## config.mk

```make
export PLATFORM = sky130hd
export DESIGN_NAME = lp805x_fsdiv
export DESIGN_NICKNAME = d
export VERILOG_FILES = /design/src/rtl/lp805x_fsdiv_pkg.sv /design/src/rtl/lp805x_fsdiv_req.sv /design/src/rtl/lp805x_fsdiv.sv
export SDC_FILE = /design/constraint.sdc
export NUM_CORES = 1
export LEC_CHECK = 0
export CORE_MARGIN = 3
export CORE_UTILIZATION = 52
export DETAILED_ROUTE_END_ITERATION = 16
export PLACE_DENSITY_LB_ADDON = 0.2
export SLEW_MARGIN = 0
export SYNTH_ARGS = -nofsm -noshare
export SYNTH_HDL_FRONTEND = slang
export SYNTH_SLANG_ARGS = --single-unit
```

## constraint.sdc

```tcl
create_clock -name clk_i -period 3 [get_ports clk_i]
set_clock_uncertainty 0.05 [all_clocks]
set_input_delay 0.75 -clock clk_i [delete_from_list [all_inputs] [get_ports clk_i]]
set_output_delay 0.75 -clock clk_i [all_outputs]
set_load 0.005 [all_outputs]
```

## src/rtl/lp805x_fsdiv_pkg.sv

```systemverilog
// lp805x_fsdiv_pkg
// Shared definitions for the frequency-scale divider and its request register:
// prescaler range, counter width, the one-bit FSM encoding and the
// index-to-terminal-count mapping.
package lp805x_fsdiv_pkg;

   // Highest prescaler index. Index TOP_PRESCALER divides by 1 and index 0
   // divides by 2^TOP_PRESCALER.
   localparam int TOP_PRESCALER = 7;

   // The divide counter must be able to hold 2^TOP_PRESCALER - 1.
   localparam int CNT_W = TOP_PRESCALER;
   localparam int IDX_W = 3;

   typedef enum logic {
      STOP = 1'b0,
      RUN  = 1'b1
   } fsdiv_state_e;

   // Terminal count for an index: (1 << (TOP_PRESCALER - idx)) - 1.
   // The shift is done one bit wider so that index 0 (divide by 128) does not
   // overflow before the subtraction.
   function automatic logic [CNT_W-1:0] div_term(input logic [IDX_W-1:0] idx);
      logic [CNT_W:0] div;
      div = (CNT_W+1)'(1) << (TOP_PRESCALER - int'(idx));
      div = div - (CNT_W+1)'(1);
      return div[CNT_W-1:0];
   endfunction

endpackage

```

## src/rtl/lp805x_fsdiv_req.sv

```systemverilog
// lp805x_fsdiv_req
// Pending/acknowledge register for a scheduler result crossing into a timed
// domain. A load captures the requested index; the owner raises apply_i at a
// point where the request may take effect, and the register answers with a
// one-cycle ack.
//
// Ports:
//   clk_i         system clock
//   rst_ni        asynchronous active-low reset
//   load_i        capture index_i as the pending request
//   index_i       requested index
//   apply_i       owner is consuming pend_index_o this cycle (only while pending)
//   pend_index_o  index waiting to be applied
//   pending_o     a captured request is waiting
//   ack_o         one-cycle pulse in the cycle after a request was applied
module lp805x_fsdiv_req
   import lp805x_fsdiv_pkg::*;
(
   input  logic             clk_i,
   input  logic             rst_ni,
   input  logic             load_i,
   input  logic [IDX_W-1:0] index_i,
   input  logic             apply_i,
   output logic [IDX_W-1:0] pend_index_o,
   output logic             pending_o,
   output logic             ack_o
);

   logic [IDX_W-1:0] pend_index_q, pend_index_d;
   logic             pending_q, pending_d;
   logic             ack_q, ack_d;

   always_comb begin
      pend_index_d = pend_index_q;
      pending_d    = pending_q;
      ack_d        = apply_i & pending_q;
      if (apply_i && pending_q) begin
         pending_d = 1'b0;
      end
      // A load on the same edge as an application wins: the old value has just
      // been consumed and the new one becomes the next request.
      if (load_i) begin
         pend_index_d = index_i;
         pending_d    = 1'b1;
      end
   end

   always_ff @(posedge clk_i or negedge rst_ni) begin
      if (!rst_ni) begin
         pend_index_q <= IDX_W'(TOP_PRESCALER);
         pending_q    <= 1'b0;
         ack_q        <= 1'b0;
      end else begin
         pend_index_q <= pend_index_d;
         pending_q    <= pending_d;
         ack_q        <= ack_d;
      end
   end

   assign pend_index_o = pend_index_q;
   assign pending_o    = pending_q;
   assign ack_o        = ack_q;

endmodule

```

## src/rtl/lp805x_fsdiv.sv

```systemverilog
// lp805x_fsdiv
// Frequency-scale divider: turns the scheduler's prescaler index into a
// periodic one-cycle clock-enable tick. Index changes are deferred to a period
// boundary (or to the stopped state) so no period is ever cut short or
// stretched.
//
// Ports:
//   clk_i        system clock
//   rst_ni       asynchronous active-low reset
//   enable_i     run the divider; low holds counter and tick idle
//   index_i      requested prescaler index (7 = /1 ... 0 = /128)
//   load_i       one-cycle strobe capturing index_i as the pending request
//   tick_o       registered clock-enable pulse, once per period
//   cur_index_o  index currently in effect
//   pending_o    a captured request is waiting for a boundary
//   ack_o        one-cycle pulse in the cycle after a new index became active
module lp805x_fsdiv
   import lp805x_fsdiv_pkg::*;
(
   input  logic             clk_i,
   input  logic             rst_ni,
   input  logic             enable_i,
   input  logic [IDX_W-1:0] index_i,
   input  logic             load_i,
   output logic             tick_o,
   output logic [IDX_W-1:0] cur_index_o,
   output logic             pending_o,
   output logic             ack_o
);

   fsdiv_state_e     state_q, state_d;
   logic [CNT_W-1:0] cnt_q, cnt_d;
   logic             tick_q, tick_d;
   logic [IDX_W-1:0] cur_index_q, cur_index_d;

   logic [CNT_W-1:0] term;
   logic             apply;
   logic [IDX_W-1:0] pend_index;
   logic             pending;

   lp805x_fsdiv_req u_req (
      .clk_i        (clk_i),
      .rst_ni       (rst_ni),
      .load_i       (load_i),
      .index_i      (index_i),
      .apply_i      (apply),
      .pend_index_o (pend_index),
      .pending_o    (pending),
      .ack_o        (ack_o)
   );

   assign term = div_term(cur_index_q);

   always_comb begin
      state_d = state_q;
      cnt_d   = cnt_q;
      tick_d  = 1'b0;
      apply   = 1'b0;
      unique case (state_q)
         STOP: begin
            // Nothing is counting, so any pending index can take effect at once.
            cnt_d = '0;
            apply = pending;
            if (enable_i) begin
               state_d = RUN;
            end
         end
         RUN: begin
            if (!enable_i) begin
               // Abandon the partial period; a pending index waits for STOP.
               state_d = STOP;
               cnt_d   = '0;
            end else if (cnt_q == term) begin
               cnt_d  = '0;
               tick_d = 1'b1;
               apply  = pending;
            end else begin
               cnt_d = cnt_q + CNT_W'(1);
            end
         end
         default: begin
            state_d = STOP;
            cnt_d   = '0;
         end
      endcase
      cur_index_d = apply ? pend_index : cur_index_q;
   end

   always_ff @(posedge clk_i or negedge rst_ni) begin
      if (!rst_ni) begin
         state_q     <= STOP;
         cnt_q       <= '0;
         tick_q      <= 1'b0;
         cur_index_q <= IDX_W'(TOP_PRESCALER);
      end else begin
         state_q     <= state_d;
         cnt_q       <= cnt_d;
         tick_q      <= tick_d;
         cur_index_q <= cur_index_d;
      end
   end

   assign tick_o      = tick_q;
   assign cur_index_o = cur_index_q;
   assign pending_o   = pending;

endmodule
```

==> results.md, run 1 <==
* Fill count at 130
* Tot GR Track Use at 16.6%
* Max-slew violation count at 0
* Final Hold Viols at 0
* Synth cell types at 34
* Final Critical Period at 2770 ps
* Share of cells above drive strength 1 at 17.5%
* Cell count after synthesis at 89
* Clock Power Share at 22.2%
* Reg2Reg Depth at 9
* Post-synth top area cell: dfrtp_1
* Vias per Instance at 5.39
* Max clock buf depth at 2
* RD Place Congestion at 0.818
* CTS root buf: clkbuf_4
* Leak at 0.000438 uW
* Post-route ant nets at 0
* Min-Delay Path Class: register to register
* Multi-input gate area at 467 um^2
* Port-buffer cells at 12
* Share of the synthesized area in the top cell type at 29.6%
* Clock transition at path regs at 100 ps
* Die X at 48.3 um
* Crit-path max cell delay at 540 ps
* Via Count at 684
* Pwr dens at 502 nW/um^2
* First-pass GRT wire length at 2.64 mm
* H-tree level count at 1
* Final antenna diode count at 0
* Top cells by count, synth: 11 x dfrtp_1, 10 x nor2_1, 7 x nand3_1, 6 x dfstp_2, 6 x nand2_1
* DRC viols at 0
* Initial Util at 58.2%
* Cell Int Power at 389 uW
* Status: finished clean
* Post-synthesis sequential area ratio at 46.6%
* Synth-to-layout area growth at 18.3%
* Worst path cell trace: nand2_1 -> or2_2 -> ha_1 -> xnor2_1 -> a221o_1 -> a211oi_2 -> o311ai_1 -> a21boi_2 -> mux2_1
* Crit. End Element: register
* Count leader, synth: dfrtp_1
* Syn Nets at 98
* 1st-pass router iterations at 4
* CTS Buf Count at 3
* CTS tree: done
* Final setup violation count at 0
* VDD IR max at 0.325 mV
* Crit Path Class: register to register
* Largest fanout on the critical path at 4
* Synthesized area at 928 um^2
* Startpoint types: register
* Avg WL per Cell at 13.0 um
* Clk Latency, worst-skew pair at 290 ps
* Largest net degree at the start of global routing at 18
* Max-cap viol count at 0
* Cts hold-fix bufs at 0
* RSZ-0062 raised after global routing: false
* Top FF cell, synth: dfrtp_1
* Critical Path RT at 3170 ps
* Setup tns final at 0 ps
* Sequential power share at 49.3%
* Fmax at 361 MHz
* Worst r2r src: cur_index_o[2]
* Worst path slowest cell: dfstp_2
* # IOs at 13
* Core Footprint at 1590 um^2
* Gate power share at 28.5%
* Reg-to-reg setup timing slack at 230 ps
* Final wirelength at 1.65 mm
* Hpwl dp at 1.21 mm
* Switching Fraction at 29.4%
* Post-synth EDFFs at 0
* Worst Setup SP: cur_index_o[2]
* Measured slew at the worst slew-check pin at 725 ps
* Synth top area cells: dfrtp_1 30%, dfstp_2 17%, xor2_1 4.7%
* Die area at 2330 um^2
* Worst Min Path Start: state_q
* Tcrit/Tclk final at 92.4%
* Register area at 433 um^2
* Total congestion overflow at 0
* Slew margin rel. at 51.5%
* Critical path data arrival time at 2940 ps
* # clock sinks at 17
* Syn avg cell area at 10.4 um^2
* Initial antenna violation count at 0
* Register bit total from synthesis at 17
* Post-CTS repair timing setup buffer count at 0
* Hold Path Stages at 1
* Reported net switching power at 162 uW
* Hold WS at 499 ps
* Iter 0 DRT Violations at 9
* Yosys warnings at 0
* Row count at 14
* Net count, final at 113
* Die H at 48.3 um
* CTS resizes at 0
* Async SR Flop Fraction at 100%
* Vias in the first global route at 581
==> layout by cell type, fill, tap and decap left out, drive strengths merged, types with 3 or more instances in the layout <==
master          n
a21oi           3
nand3           7
nor2           10
mux2            6
dfrtp          11
clkdlybuf4s50  12
xor2            5
nor2b           3
dfstp           6
clkbuf          4
nand2           6
xnor2           4
==> state kept, by name, indices dropped and copies added (netlist names) <==
register and cells:
u_req.ack_o 1, cur_index_o 3, u_req.pend_index_o 3, tick_o 1
state_q 1, u_req.pending_o 1, cnt_q 7
==> worst max-delay path, delay by kind of cell, from the launching register on <==
family                   cells  cell delay [ps]
AO/OA/AOI/OAI                4             1000
flip-flops                   1              540
multiplexers                 1              360
AND/OR/NAND/NOR              2              340
adder cells (fa/ha/maj)      1              290
XOR/XNOR                     1              120
==> area by class of cell <==
class                           instances  share of cell area (%)
Clock buffer                            4                    2.39
Inverter                                2                   0.683
Tap cell                               24                    2.73
Multi-Input combinational cell         66                    42.5
Sequential cell                        17                    39.4
Timing Repair Buffer                   14                    12.3
==> kinds of logic (layout without fill, tap and decap cells) <==
logic type,count (synthesis),count (layout),synth area share [%]
xor+xnor,9,9,8.49
simple gates,37,37,21.6
fa+ha+maj,2,2,2.69
flops,17,17,46.6
mux,6,6,7.28
buf+inv,6,20,3.10
compound gates,12,12,10.2
==> final timing paths <==
path                                        to
worst max-delay path            cur_index_o[0]
worst min-delay path               u_req.ack_o
worst max register to register  cur_index_o[0]
worst min register to register     u_req.ack_o
max in group asynchronous             cnt_q[4]
min in group asynchronous               tick_o
==> layer usage <==
layer  part of all wire [%]  global-route usage [%]
met4                    1.9                    9.68
met5                      0                       0
met2                     47                    23.2
met1                     49                    24.2
met3                    1.6                    2.21
==> through the flow <==
step / area (um^2) / instances / util, % / setup slack, ps / power [uW]
after CTS: 1100 / 127 / 68.9 / 218 / 555
after global placement: 1070 / 123 / 67.3 / 316 / 428
after floorplan: 928 / 89 / - / 208 / 380
after detailed placement: 1070 / 123 / 67.3 / 236 / 433
final: 1100 / 127 / 68.9 / 227 / 551
after global routing: 1100 / 127 / 68.9 / 34.2 / 582
==> power groups by stage <==
stage	logic, uW	registers [uW]	clock network, uW
after floorplan	111	269	0
after global placement	152	275	0
after detailed placement	157	276	0
after CTS	158	272	125
after global routing	176	275	131
final	157	272	123
No activity file was read; power rests on OpenSTA's default activity.
==> run 2, diff against run 1 <==
- CORE_MARGIN: 3 -> 2
- PLACE_DENSITY: default -> 0.83
- PLACE_DENSITY_LB_ADDON: 0.2 -> default
==> run 2 against run 1 <==
- first-iteration DRC count rose by 78%
- cell area rose by 0.80%
- combinational power rose by 3%
- worst hold slack improved by 11 ps
- sequential power barely moved
- final cell count rose by 0.79%
- register-to-register slack got worse by 50 ps
- via count rose by 2.6%
- sequential share of layout area fell by 0.31 points
- sequential cell count did not move
- critical path depth did not move
- worst setup slack got worse by 49 ps
- largest cell class unchanged
==> results.md, run 2 (synthesis gave the netlist of run 1 again) <==
* Status: finished clean
* Vias in the first global route at 607
* Die area at 2140 um^2
* CTS Buf Count at 3
* VDD IR max at 0.334 mV
* Via Count at 702
* Clock Power Share at 21.5%
* Die X at 46.3 um
* 1st-pass router iterations at 4
* Leak at 0.000443 uW
* CTS root buf: clkbuf_4
* Setup tns final at 0 ps
* Measured slew at the worst slew-check pin at 739 ps
* DRC viols at 0
* Final setup violation count at 0
* Reported net switching power at 164 uW
* Fmax at 354 MHz
* Row count at 15
* Total congestion overflow at 0
* Slew margin rel. at 50.5%
* Largest fanout on the critical path at 4
* Most frequent cells in the layout: 12 x clkdlybuf4s50_1, 11 x dfrtp_1, 10 x nor2_1, 7 x nand3_1
* Hpwl dp at 1.32 mm
* CTS tree: done
* Clock transition at path regs at 90 ps
* Final Critical Period at 2820 ps
* Startpoint types: register
* Sequential power share at 49.4%
* Port-buffer cells at 12
* Final Hold Viols at 0
* RSZ-0062 raised after global routing: false
* Net count, final at 113
* Vias per Instance at 5.48
* Max-cap viol count at 0
* Avg WL per Cell at 13.9 um
* Crit. End Element: register
* Critical path data arrival time at 2990 ps
* Die H at 46.3 um
* Iter 0 DRT Violations at 16
* Core Footprint at 1710 um^2
* Post-CTS repair timing setup buffer count at 0
* # clock sinks at 17
* Cts hold-fix bufs at 0
* Gate power share at 29.1%
* Clk Latency, worst-skew pair at 290 ps
* H-tree level count at 1
* Largest net degree at the start of global routing at 18
* Crit Path Class: register to register
* Tcrit/Tclk final at 94.0%
* Largest register by flop count: cnt_q
* Initial Util at 54.4%
* Pwr dens at 498 nW/um^2
* Critical Path RT at 3170 ps
* Pwr Total at 552 uW
* Largest register FFs at 7
* Cell Int Power at 388 uW
* RD Place Congestion at 0.810
* Commonest non-fill, non-tap cell in the layout: clkdlybuf4s50_1
* Tot GR Track Use at 19.3%
* Hold WS at 510 ps
* # IOs at 13
* Synth-to-layout area growth at 19.3%
* Final antenna diode count at 0
* Switching Fraction at 29.7%
* Initial antenna violation count at 0
* Post-route ant nets at 0
* Fill count at 144
* Max-slew violation count at 0
* Min-Delay Path Class: register to register
* Share of cells above drive strength 1 at 19.4%
* Max clock buf depth at 2
* Final wirelength at 1.78 mm
* First-pass GRT wire length at 2.84 mm
run 2: changes by cell type in the layout (fill, tap and decap cells not counted):
cell and change:
nor4b_2 +1, clkbuf_1 -1, clkinv_2 +1, nor4b_1 -1
run 2: stage by stage:
| step | area, um^2 | instances | setup slack, ps | util, % |
|---|---|---|---|---|
| after detailed placement | 1070 | 124 | 190 | 62.9 |
| after global placement | 1070 | 124 | 315 | 62.9 |
| after floorplan | 928 | 89 | 208 | - |
| after CTS | 1100 | 128 | 176 | 64.5 |
| after global routing | 1110 | 128 | 49.4 | 64.8 |
| final | 1110 | 128 | 179 | 64.8 |
run 2: cell type report:
cell class / instances / area [um^2] / share of cell area (%)
Timing Repair Buffer: 14 / 135 / 12.2
Clock buffer: 3 / 22.5 / 2.03
Multi-Input combinational cell: 66 / 473 / 42.7
Tap cell: 25 / 31.3 / 2.82
Sequential cell: 17 / 433 / 39.1
Inverter: 2 / 7.51 / 0.678
Clock inverter: 1 / 5.00 / 0.452
run 2: repair_timing:
action	CTS	global route
hold endpoints to repair	0	0
gates resized for setup	0	1
setup endpoints to repair	0	2
run 2: power groups by stage:
stage | clock [uW] | sequential (uW) | combinational, uW
after global placement | 0 | 275 | 152
after CTS | 128 | 272 | 159
after floorplan | 0 | 269 | 111
after global routing | 134 | 275 | 177
final | 119 | 273 | 161
after detailed placement | 0 | 276 | 159
run 2: worst paths after layout:
path                                start        endpoint  slack (ps)  cells past startpoint
max                        cur_index_o[1]  cur_index_o[0]         180                      9
min                               state_q     u_req.ack_o         510                      1
max reg2reg                cur_index_o[1]  cur_index_o[0]         180                      9
min reg2reg                       state_q     u_req.ack_o         510                      1
max in group asynchronous          rst_ni        cnt_q[4]        1600                      1
min in group asynchronous          rst_ni     u_req.ack_o         840                      1
run 2: critical path, cell delays in order (launching register included):
cell	delay, ps
dfstp_2	540
nand2_1	60
or2_2	280
ha_1	290
xnor2_1	120
a221o_1	290
a211oi_2	300
o311ai_1	200
a21boi_2	270
mux2_1	350
run 2: layer usage:
| metal | GRT usage [%] | part of all wire (%) | up-vias |
|---|---|---|---|
| li1 | - | - | 344 |
| met4 | 10.3 | 0.73 | 0 |
| met3 | 3.53 | 2.7 | 2 |
| met5 | 0 | 0 | - |
| met2 | 29.2 | 50 | 13 |
| met1 | 26.0 | 46 | 343 |
==> run 3, diff against run 2 <==
- RECOVER_POWER: default -> 100
==> run 3 against run 2 <==
- critical path type unchanged
- sequential power about the same
- via count increased by 0.43%
- sequential cell count unchanged
- critical path depth unchanged
- clock power about the same
- final cell count unchanged
- first-iteration DRC count unchanged
- wire length about the same
- largest cell class unchanged
==> results.md, run 3 (synthesis gave the netlist of run 1 again) <==
* Post-CTS repair timing setup buffer count at 0
* VDD IR max at 0.332 mV
* CTS tree: done
* Initial Util at 54.4%
* Critical Path RT at 3170 ps
* Register area at 433 um^2
* Clk Latency, worst-skew pair at 290 ps
* Tot GR Track Use at 19.3%
* Startpoint types: register
* Critical path data arrival time at 3000 ps
* Avg WL per Cell at 13.9 um
* CTS root buf: clkbuf_4
* Total congestion overflow at 0
* Cts hold-fix bufs at 0
* Crit-path max cell delay at 540 ps
* Die X at 46.3 um
* Port-buffer cells at 12
* Most frequent cells in the layout: 11 x dfrtp_1, 10 x nor2_1, 7 x nand3_1
* Share of cells above drive strength 1 at 19.4%
* Min-Delay Path Class: register to register
* Vias in the first global route at 607
* Die H at 46.3 um
* Fmax at 353 MHz
* Pwr dens at 497 nW/um^2
* Largest net degree at the start of global routing at 18
* Final setup violation count at 0
* Crit Path Class: register to register
* Reg2Reg Depth at 9
* Hold Path Stages at 1
* Row count at 15
* # IOs at 13
* Slew margin rel. at 50.2%
* Largest register by flop count: cnt_q
* Status: finished clean
* CTS resizes at 0
* Largest register FFs at 7
* Vias per Instance at 5.51
* H-tree level count at 1
* Worst path cell trace: nand2_1 -> or2_2 -> ha_1 -> xnor2_1 -> a221o_1 -> a211oi_2 -> o311ai_1 -> a21boi_2 -> mux2_1
* Final Critical Period at 2830 ps
* Final wirelength at 1.79 mm
* Core Footprint at 1710 um^2
* Max-cap viol count at 0
* Largest fanout on the critical path at 4
* 1st-pass router iterations at 4
* Net count, final at 113
* CTS Buf Count at 3
* DRC viols at 0
* Max clock buf depth at 2
* Post-Route Utilization at 64.8%
* Delay-heaviest family, CP: compound AO/OA/AOI/OAI gates
* Iter 0 DRT Violations at 16
* First-pass GRT wire length at 2.84 mm
* Final Hold Viols at 0
* Post-route ant nets at 0
* Worst path depth at 9
* RSZ-0062 raised after global routing: false
* Final setup margin at 169 ps
* Commonest non-fill, non-tap cell in the layout: dfrtp_1
* Worst path slowest cell: dfstp_2
* Fill count at 144
* Measured slew at the worst slew-check pin at 745 ps
* Synth-to-layout area growth at 19.3%
* Final antenna diode count at 0
* Multi-input gate area at 473 um^2
* # clock sinks at 17
* Clock transition at path regs at 90 ps
* Max-slew violation count at 0
* Leak at 0.000448 uW
* Setup tns final at 0 ps
* RD Place Congestion at 0.810
* Initial antenna violation count at 0
* Die area at 2140 um^2
* Crit. End Element: register
* Tcrit/Tclk final at 94.4%
* Pwr Total at 550 uW
* Hpwl dp at 1.32 mm
* Placement Setup Slack at 190 ps
* CP bufs+invs at 0
* Via Count at 705
## run 3: cell types whose count changed in the layout (fill, tap and decap cells not counted)
cell	previous run	this run
clkdlybuf4s50_1	12	6
dlygate4sd3_1	0	6
## run 3: worst paths after layout
| path | start | end | slack, ps |
|---|---|---|---|
| max in group asynchronous | rst_ni | cnt_q[4] | 1520 |
| min in group asynchronous | rst_ni | u_req.ack_o | 910 |
| max reg2reg | cur_index_o[1] | cur_index_o[0] | 170 |
| max | cur_index_o[1] | cur_index_o[0] | 170 |
| min | state_q | u_req.ack_o | 510 |
| min reg2reg | state_q | u_req.ack_o | 510 |
## run 3: where the power goes
group | internal (uW) | switching, uW
logic | 82.9 | 76.2
registers | 254 | 18.5
clock network | 49.6 | 69.0
## run 3: metal layers
metal / global-route usage [%] / vias up / part of all wire (%)
met4: 10.3 / 0 / 0.73
met3: 3.53 / 2 / 2.9
met5: 0 / - / 0
li1: - / 344 / -
met2: 29.2 / 13 / 50
met1: 26.0 / 346 / 46
## run 3: layout make-up
class | instances | share of cell area, %
sequential | 17 | 39.1
timing repair buffer | 14 | 12.2
clock buffer | 3 | 2.03
inverter | 2 | 0.678
clock inverter | 1 | 0.452
multi-input combinational | 66 | 42.7
tap | 25 | 2.82
## run 3: metrics by stage
stage / instances / instance area (um^2) / hold WS [ps]
2_1_floorplan: 89 / 928 / 404
3_3_place_gp: 124 / 1070 / 474
3_5_place_dp: 124 / 1070 / 487
4_1_cts: 128 / 1100 / 500
5_1_grt: 128 / 1110 / 527
6_report: 128 / 1110 / 510
